### config.mk
export PLATFORM = sky130hd
export DESIGN_NAME = upload_arbiter
export DESIGN_NICKNAME = d
export VERILOG_FILES = /design/src/rtl/upload_arbiter.sv
export SDC_FILE = /design/constraint.sdc
export NUM_CORES = 1
export LEC_CHECK = 0
export BUFFER_PORTS_ARGS = -buffer_cell sky130_fd_sc_hd__buf_2
export CAP_MARGIN = 0
export CELL_PAD_IN_SITES_DETAIL_PLACEMENT = 1
export CELL_PAD_IN_SITES_GLOBAL_PLACEMENT = 1
export CORE_MARGIN = 3
export CORE_UTILIZATION = 32
export DETAILED_ROUTE_END_ITERATION = 7
export GPL_ROUTABILITY_DRIVEN = 0
export GPL_TIMING_DRIVEN = 0
export PLACE_DENSITY = 0.86
export SYNTH_ARGS = -nofsm -noshare
export SYNTH_HDL_FRONTEND = slang
export SYNTH_SLANG_ARGS = --single-unit
export TNS_END_PERCENT = 50
### constraint.sdc
create_clock -name clk -period 1.72 [get_ports clk]
set_input_delay 0.344 -clock clk [delete_from_list [all_inputs] [get_ports clk]]
set_output_delay 0.344 -clock clk [all_outputs]
set_load 0.02 [all_outputs]
### src/rtl/upload_arbiter.sv
// Round-robin frame arbiter: merges NUM_CHANNELS byte streams onto one upload port,
// holding a grant for a whole frame and revoking it when the owner stalls too long.
module upload_arbiter #(
    parameter int NUM_CHANNELS   = 2,
    parameter int TIMEOUT_CYCLES = 1000
) (
    input  logic                      clk,
    input  logic                      rst_n,
    input  logic [NUM_CHANNELS-1:0]   in_req,
    input  logic [NUM_CHANNELS*8-1:0] in_data,
    input  logic [NUM_CHANNELS*8-1:0] in_source,
    input  logic [NUM_CHANNELS-1:0]   in_valid,
    output logic [NUM_CHANNELS-1:0]   in_ready,
    output logic                      out_req,
    output logic [7:0]                out_data,
    output logic [7:0]                out_source,
    output logic                      out_valid,
    input  logic                      out_ready,
    output logic [NUM_CHANNELS-1:0]   grant,
    output logic                      timeout_pulse
);

    localparam int              LGW     = (NUM_CHANNELS > 1) ? $clog2(NUM_CHANNELS) : 1;
    localparam logic [LGW-1:0]  LAST_CH = LGW'(NUM_CHANNELS - 1);
    localparam logic [15:0]     TO_LAST = (TIMEOUT_CYCLES == 0) ? 16'd0 : 16'(TIMEOUT_CYCLES - 1);
    localparam bit              TO_EN   = (TIMEOUT_CYCLES != 0);

    typedef enum logic [1:0] {S_IDLE, S_GRANTED, S_GAP} state_t;

    state_t                  r_state;
    state_t                  w_state_next;
    logic [NUM_CHANNELS-1:0] r_grant;
    logic [LGW-1:0]          r_gidx;
    logic [LGW-1:0]          r_last_grant;
    logic [15:0]             r_cnt;
    logic                    r_timeout_pulse;

    logic                      w_granted;
    logic                      w_any_req;
    logic                      w_req_g;
    logic                      w_xfer;
    logic                      w_timeout;
    logic [2*NUM_CHANNELS-1:0] w_rot;
    logic                      w_found;
    int                        w_sum;
    logic [LGW-1:0]            w_pick;

    assign w_granted = (r_state == S_GRANTED);
    assign w_req_g   = |(in_req & r_grant);
    assign w_xfer    = w_granted & out_valid & out_ready;
    assign w_timeout = TO_EN & w_granted & ~w_xfer & (r_cnt == TO_LAST);

    // Rotate the request vector so bit 0 is the channel after last_grant; first set bit wins.
    always_comb begin
        w_any_req = |in_req;
        w_rot     = {in_req, in_req} >> (int'(r_last_grant) + 1);
        w_found   = 1'b0;
        w_sum     = 0;
        w_pick    = '0;
        for (int j = 0; j < NUM_CHANNELS; j++) begin
            if (!w_found && w_rot[j]) begin
                w_found = 1'b1;
                w_sum   = int'(r_last_grant) + 1 + j;
                if (w_sum >= NUM_CHANNELS) begin
                    w_sum = w_sum - NUM_CHANNELS;
                end
                w_pick = w_sum[LGW-1:0];
            end
        end
    end

    always_ff @(posedge clk or negedge rst_n) begin
        if (!rst_n) begin
            r_state         <= S_IDLE;
            r_grant         <= '0;
            r_gidx          <= '0;
            r_last_grant    <= LAST_CH;
            r_cnt           <= 16'd0;
            r_timeout_pulse <= 1'b0;
        end else begin
            r_state         <= w_state_next;
            r_timeout_pulse <= 1'b0;
            if (r_cnt != 16'hFFFF) begin
                r_cnt <= r_cnt + 16'd1;
            end
            case (r_state)
                S_IDLE: begin
                    if (w_any_req) begin
                        r_grant <= NUM_CHANNELS'(1) << w_pick;
                        r_gidx  <= w_pick;
                        r_cnt   <= 16'd0;
                    end
                end
                S_GRANTED: begin
                    if (w_xfer) begin
                        r_cnt <= 16'd0;
                    end
                    // A normal release takes precedence, so the pulse only fires while req is still high.
                    if (!w_req_g || w_timeout) begin
                        r_last_grant    <= r_gidx;
                        r_grant         <= '0;
                        r_timeout_pulse <= w_req_g;
                    end
                end
                default: ;
            endcase
        end
    end

    always_comb begin
        w_state_next = r_state;
        case (r_state)
            S_IDLE:    if (w_any_req) w_state_next = S_GRANTED;
            S_GRANTED: if (!w_req_g || w_timeout) w_state_next = S_GAP;
            S_GAP:     w_state_next = S_IDLE;
            default:   w_state_next = S_IDLE;
        endcase
    end

    always_comb begin
        out_req    = w_granted;
        out_data   = 8'h00;
        out_source = 8'h00;
        out_valid  = 1'b0;
        for (int k = 0; k < NUM_CHANNELS; k++) begin
            if (w_granted && r_grant[k]) begin
                out_data   = in_data[k*8 +: 8];
                out_source = in_source[k*8 +: 8];
                out_valid  = in_valid[k];
            end
        end
    end

    for (genvar gi = 0; gi < NUM_CHANNELS; gi++) begin : g_ready
        assign in_ready[gi] = w_granted & r_grant[gi] & out_ready;
    end

    assign grant         = r_grant;
    assign timeout_pulse = r_timeout_pulse;

endmodule

Word level (Yosys, flattened, before mapping)
Index checks and enable logic that the tools add are counted.
W data, S select, Z words.
{"block": "word_totals", "wordCells": 67, "output_inout_bits": 23, "input_bits": 39, "regBits": 23}
{"block": "classes", "shifts": 2, "magnitude_cmp": 2, "mux": 23, "addsub": 5, "n_eq_ne": 5, "n_reduce_logical": 14, "bitwise_logic": 10}
{"operator": "$mux W16", "n": 3}
{"operator": "$mux W8", "n": 4}
{"operator": "$pmux W16 S2", "n": 1}
{"operator": "$add A16 B1 Y16 const B", "n": 1}
{"operator": "$eq A16 B10 Y1 const B", "n": 1}
{"operator": "$ne A16 B16 Y1 const B", "n": 1}
{"operator": "$mux W1", "n": 9}
{"operator": "$and A1 B1 Y1", "n": 8}
{"operator": "$mux W2", "n": 4}
{"operator": "$pmux W2 S2", "n": 2}
{"operator": "$reduce_and A2 Y1", "n": 3}
{"operator": "$reduce_or A2 Y1", "n": 2}
{"operator": "$shr A4 B2 Y2", "n": 1}
{"operator": "$add A2 B1 Y3 const B", "n": 1}
{"operator": "$ge A3 B2 Y1 const B", "n": 1}
{"operator": "$logic_and A1 B1 Y1", "n": 3}
{"operator": "$reduce_and A3 Y1", "n": 1}
{"operator": "$add A1 B1 Y2 const B", "n": 1}
{"operator": "$and A2 B2 Y2", "n": 1}
{"operator": "$eq A2 B1 Y1 const B", "n": 1}
{"operator": "$ge A2 B2 Y1 const B", "n": 1}
{"operator": "$logic_not A1 Y1", "n": 2}
{"operator": "$logic_not A2 Y1", "n": 1}
{"operator": "$ne A2 B1 Y1 const B", "n": 1}
{"operator": "other kinds (6)", "n": 7}

Logic depth before layout (Yosys ltp)
{"block": "depth", "ltp_word": 12, "mapped_depth": 7, "ltp_nobuf": 5}

Least setup slack after synthesis
Ideal clock, no wire load.
{"block": "synth_path", "path_type": "flip-flop to output port", "startpoint": "register r_state[1]", "endpoint": "output port out_data[0]", "t_required_ps": 1376, "path_stages_with_launch": 7, "arrival_time_ps": 1461, "n_path_buf": 1, "setup_slack_ps": -85, "cell_sequence": "dfrtp_1 -> nand2b_1 -> inv_1 -> nand2_1 -> nor2_1 -> buf_2 -> a22o_1"}
{"block": "synth_via", "elab_chain_len": 4, "word_cells_on_any_way": 5, "cone_classes": "1 x eq/ne; 2 x mux; 2 x reduce/logical"}
{"item": "from (decl)", "line_no": "30", "text": "state_t r_state;"}
{"item": "from (signal assigned)", "line_no": "81", "text": "r_state <= w_state_next;"}
{"item": "$eq A2 B1 Y1 *", "line_no": "48", "text": "assign w_granted = (r_state == S_GRANTED);"}
{"item": "$logic_and A1 B1 Y1", "line_no": "126", "text": "if (w_granted && r_grant[k]) begin"}
{"item": "$mux W8", "line_no": "126"}
{"item": "$mux W8 *", "line_no": "126"}
{"item": "to (decl)", "line_no": "15", "text": "output logic [7:0] out_data,"}
Every way passes the cells marked *; elsewhere a longest branch is shown, timed or not.

Final worst setup path
{"block": "layout_path", "startpoint": "register r_state[0]", "endpoint": "output port out_data[4]"}
The elaborated chain is that of the path after synthesis.

==> results.json <==
{
  "die_w_um": 75.5,
  "ant_nets": 0,
  "synth_edf_count": 0,
  "antenna_found_initial": 0,
  "drc_errors": 0,
  "core_area_sq_mm": 0.00450,
  "drt_iter0_markers": 94,
  "yosysMostFrequentCell": "dfrtp_1",
  "tightest_slew_ns": 0.692,
  "clk_pin_slew_ns": 0.08,
  "relSlewSlack": 0.534,
  "setup_tns_ns": -2.16,
  "cts_tree": "built",
  "slew_violations": 0,
  "layout_setup_ws_ns": -0.159,
  "synth_ff_type": "dfrtp_1",
  "grt_pass1_vias": 1636,
  "critPathKind": "reg -> out",
  "switchingPower_w": 0.00112,
  "viasPerCell": 5.75,
  "drv_cap": 0,
  "hpwl_mm": 3.56,
  "p_leak_nw": 1.06,
  "num_rows": 24,
  "clockPowerShare": 0.130,
  "synth_commonest_cells": "22 x dfrtp_1, 16 x a22o_1, 15 x nand2_1, 11 x nand3_1",
  "fmax_mhz": 532,
  "async_reset_ff_frac": 1.00,
  "cts_buffers": 3,
  "io_pins": 62,
  "post_drt_wl_per_cell_um": 18.6,
  "io_buffers": 61,
  "p_comb_frac": 0.573,
  "synth_top_area_cell": "dfrtp_1",
  "hold_violations": 0,
  "total_power_w": 0.00266,
  "fin_hold_ws_ns": 0.0412,
  "clockBufferDepth": 2,
  "start_util": 0.343,
  "cp.arrival_ns": 1.53,
  "fin_cells": 284,
  "dp.cells": 273,
  "synthAdderAreaFrac": 0.00809,
  "power.density_mw_per_mm2": 1180,
  "cts_sinks": 23,
  "yosys.area_share.simple": 0.307,
  "ir_drop_uv": 828,
  "finalSetupViolCount": 18,
  "path_max_fanout": 8,
  "internal_power_w": 0.00154,
  "max_stage_delay_ns": 0.42,
  "period_minus_slack_ns": 1.88,
  "htree_levels": 1,
  "crit_chain": "nand2b_4 > inv_4 > and2_4 > buf_6 > a22o_1 > buf_6",
  "synth_top_family_by_area": "simple AND/OR/NAND/NOR gates",
  "cts_hold_buf": 0,
  "ys_seq_elements": 23,
  "finClkSkew_ns": 0.00217,
  "slowest_stage": "dfrtp_1",
  "nets": 273,
  "clockRootBuffer": "clkbuf_8",
  "track_usage": 0.176,
  "synthesis.nets": 200,
  "num_antenna_cells": 0,
  "grt_pass1_wl_mm": 7.76,
  "synthToLayoutAreaGrowth_pct": 45.5,
  "fp.dieH_um": 75.5,
  "synthXorXnorAreaFrac": 0.00566,
  "status": "finished, violations left",
  "grt-ovfl-total": 0,
  "vias": 1632,
  "synth_cell_types": 50,
  "muxShareOfSynthArea": 0.0324,
  "wirelength_mm": 5.27,
  "cp-start-kind": "flop",
  "seqPwrFrac": 0.297,
  "synth_area_leaders": "dfrtp_1 36%, a22o_1 9.1%, nand2_1 3.6%, nand3_1 3.6%, mux2i_1 3.2%",
  "synth-compound-area-share": 0.242,
  "worstSkewPairLatency_ns": 0.27,
  "hold_class": "in -> async",
  "die_area_sq_mm": 0.00570,
  "synth_area_sq_mm": 0.00155,
  "ys.warnings.count": 0,
  "avgSynthCellArea_sq_um": 9.67,
  "critical_path_buf_inv_count": 3,
  "yosysSeqAreaShare": 0.373,
  "fin_crit_sh": 1.09,
  "grt_max_degree": 24,
  "crit_family": "flip-flops",
  "crit_top_cell": "buf_6",
  "critPathRequiredTime_ns": 1.38,
  "violations": "negative setup slack",
  "switching_share": 0.420,
  "synth_cells": 160,
  "cp-end-kind": "output port",
  "layout-drive-gt1-share": 0.453,
  "first_pass_iters": 4,
  "rsz0062_at_grt": "yes",
  "synth_top_area_share": 0.356
}
## state kept, by name, indices dropped and copies added (netlist names)
signal         cells
timeout_pulse      1
r_cnt             16
r_state            2
r_gidx             1
r_last_grant       1
grant              2
## final cells by class
cell class / instances / area (sq um)
clock buffer: 3 / 41.3
fill: 524 / 2250
timing repair buffer: 69 / 495
inverter: 2 / 10.0
buffer: 7 / 58.8
clock inverter: 1 / 5.00
tap: 52 / 65.1
sequential: 23 / 581
multi-input combinational: 127 / 993
## cells in the final DEF (no fill, tap or decap), types with 2 or more instances in the layout
cell	instances
buf_2	43
buf_6	24
dfrtp_1	19
a22o_1	16
nand2_1	14
nand3_1	11
a21oi_1	7
buf_4	6
and3_1	6
nor3_1	6
nand3b_1	5
mux2i_1	5
a31oi_1	5
nor2_1	3
a211oi_2	3
clkbuf_8	3
dfrtp_2	3
and2_1	2
and4_1	2
nand2_2	2
a311oi_1	2
and4b_1	2
nand4_1	2
o211ai_1	2
a22oi_1	2
## metal layers
metal	GRT usage	wire, um	vias up
met1	0.223	2200	826
met5	0	0	-
met2	0.305	2890	21
met4	0.0544	70	0
met3	0.0290	106	7
li1	-	-	778
## per-stage QoR
step	util	setup slack (ns)	area [sq um]
2_1_floorplan	-	-0.0709	1550
3_3_place_gp	0.426	-0.338	1920
3_5_place_dp	0.426	-0.358	1920
4_1_cts	0.478	-0.214	2150
5_1_grt	0.499	-0.211	2250
6_report	0.499	-0.159	2250
## kinds of logic (layout without fill, tap and decap cells)
logic type / Yosys count / in the layout
buf+inv: 10 / 82
compound gates: 48 / 48
fa+ha+maj: 1 / 1
flops: 23 / 23
mux: 5 / 5
xor+xnor: 1 / 1
simple gates: 72 / 72
## final timing paths
| kind | to | start | depth (start not counted) | slack [ns] |
|---|---|---|---|---|
| setup / recovery | out_data[4] | r_state[0] | 6 | -0.16 |
| hold / removal | r_cnt[2] | rst_n | 1 | 0.04 |
| setup reg to reg | timeout_pulse | r_cnt[3] | 4 | 0.03 |
| hold reg to reg | r_gidx | r_gidx | 2 | 0.52 |
| max in group asynchronous | grant[1] | rst_n | 1 | 1.30 |
| min in group clk | r_gidx | in_req[1] | 3 | 0.38 |
## power by group through the flow
stage,Clock (W),Combinational (W),Sequential [W]
6_report,0.000347,0.00152,0.000791
5_1_grt,0.000378,0.00165,0.000813
4_1_cts,0.000357,0.00139,0.000772
3_5_place_dp,0,0.00113,0.000770
3_3_place_gp,0,0.00110,0.000764
2_1_floorplan,0,0.000780,0.000765
## what timing repair did
action,in CTS,in global routing
pin swaps,12,10
gates cloned,1,1
resized for setup,48,26
buffers inserted,4,2
setup endpoints to repair,22,32
No activity file was read; power rests on OpenSTA's default activity.
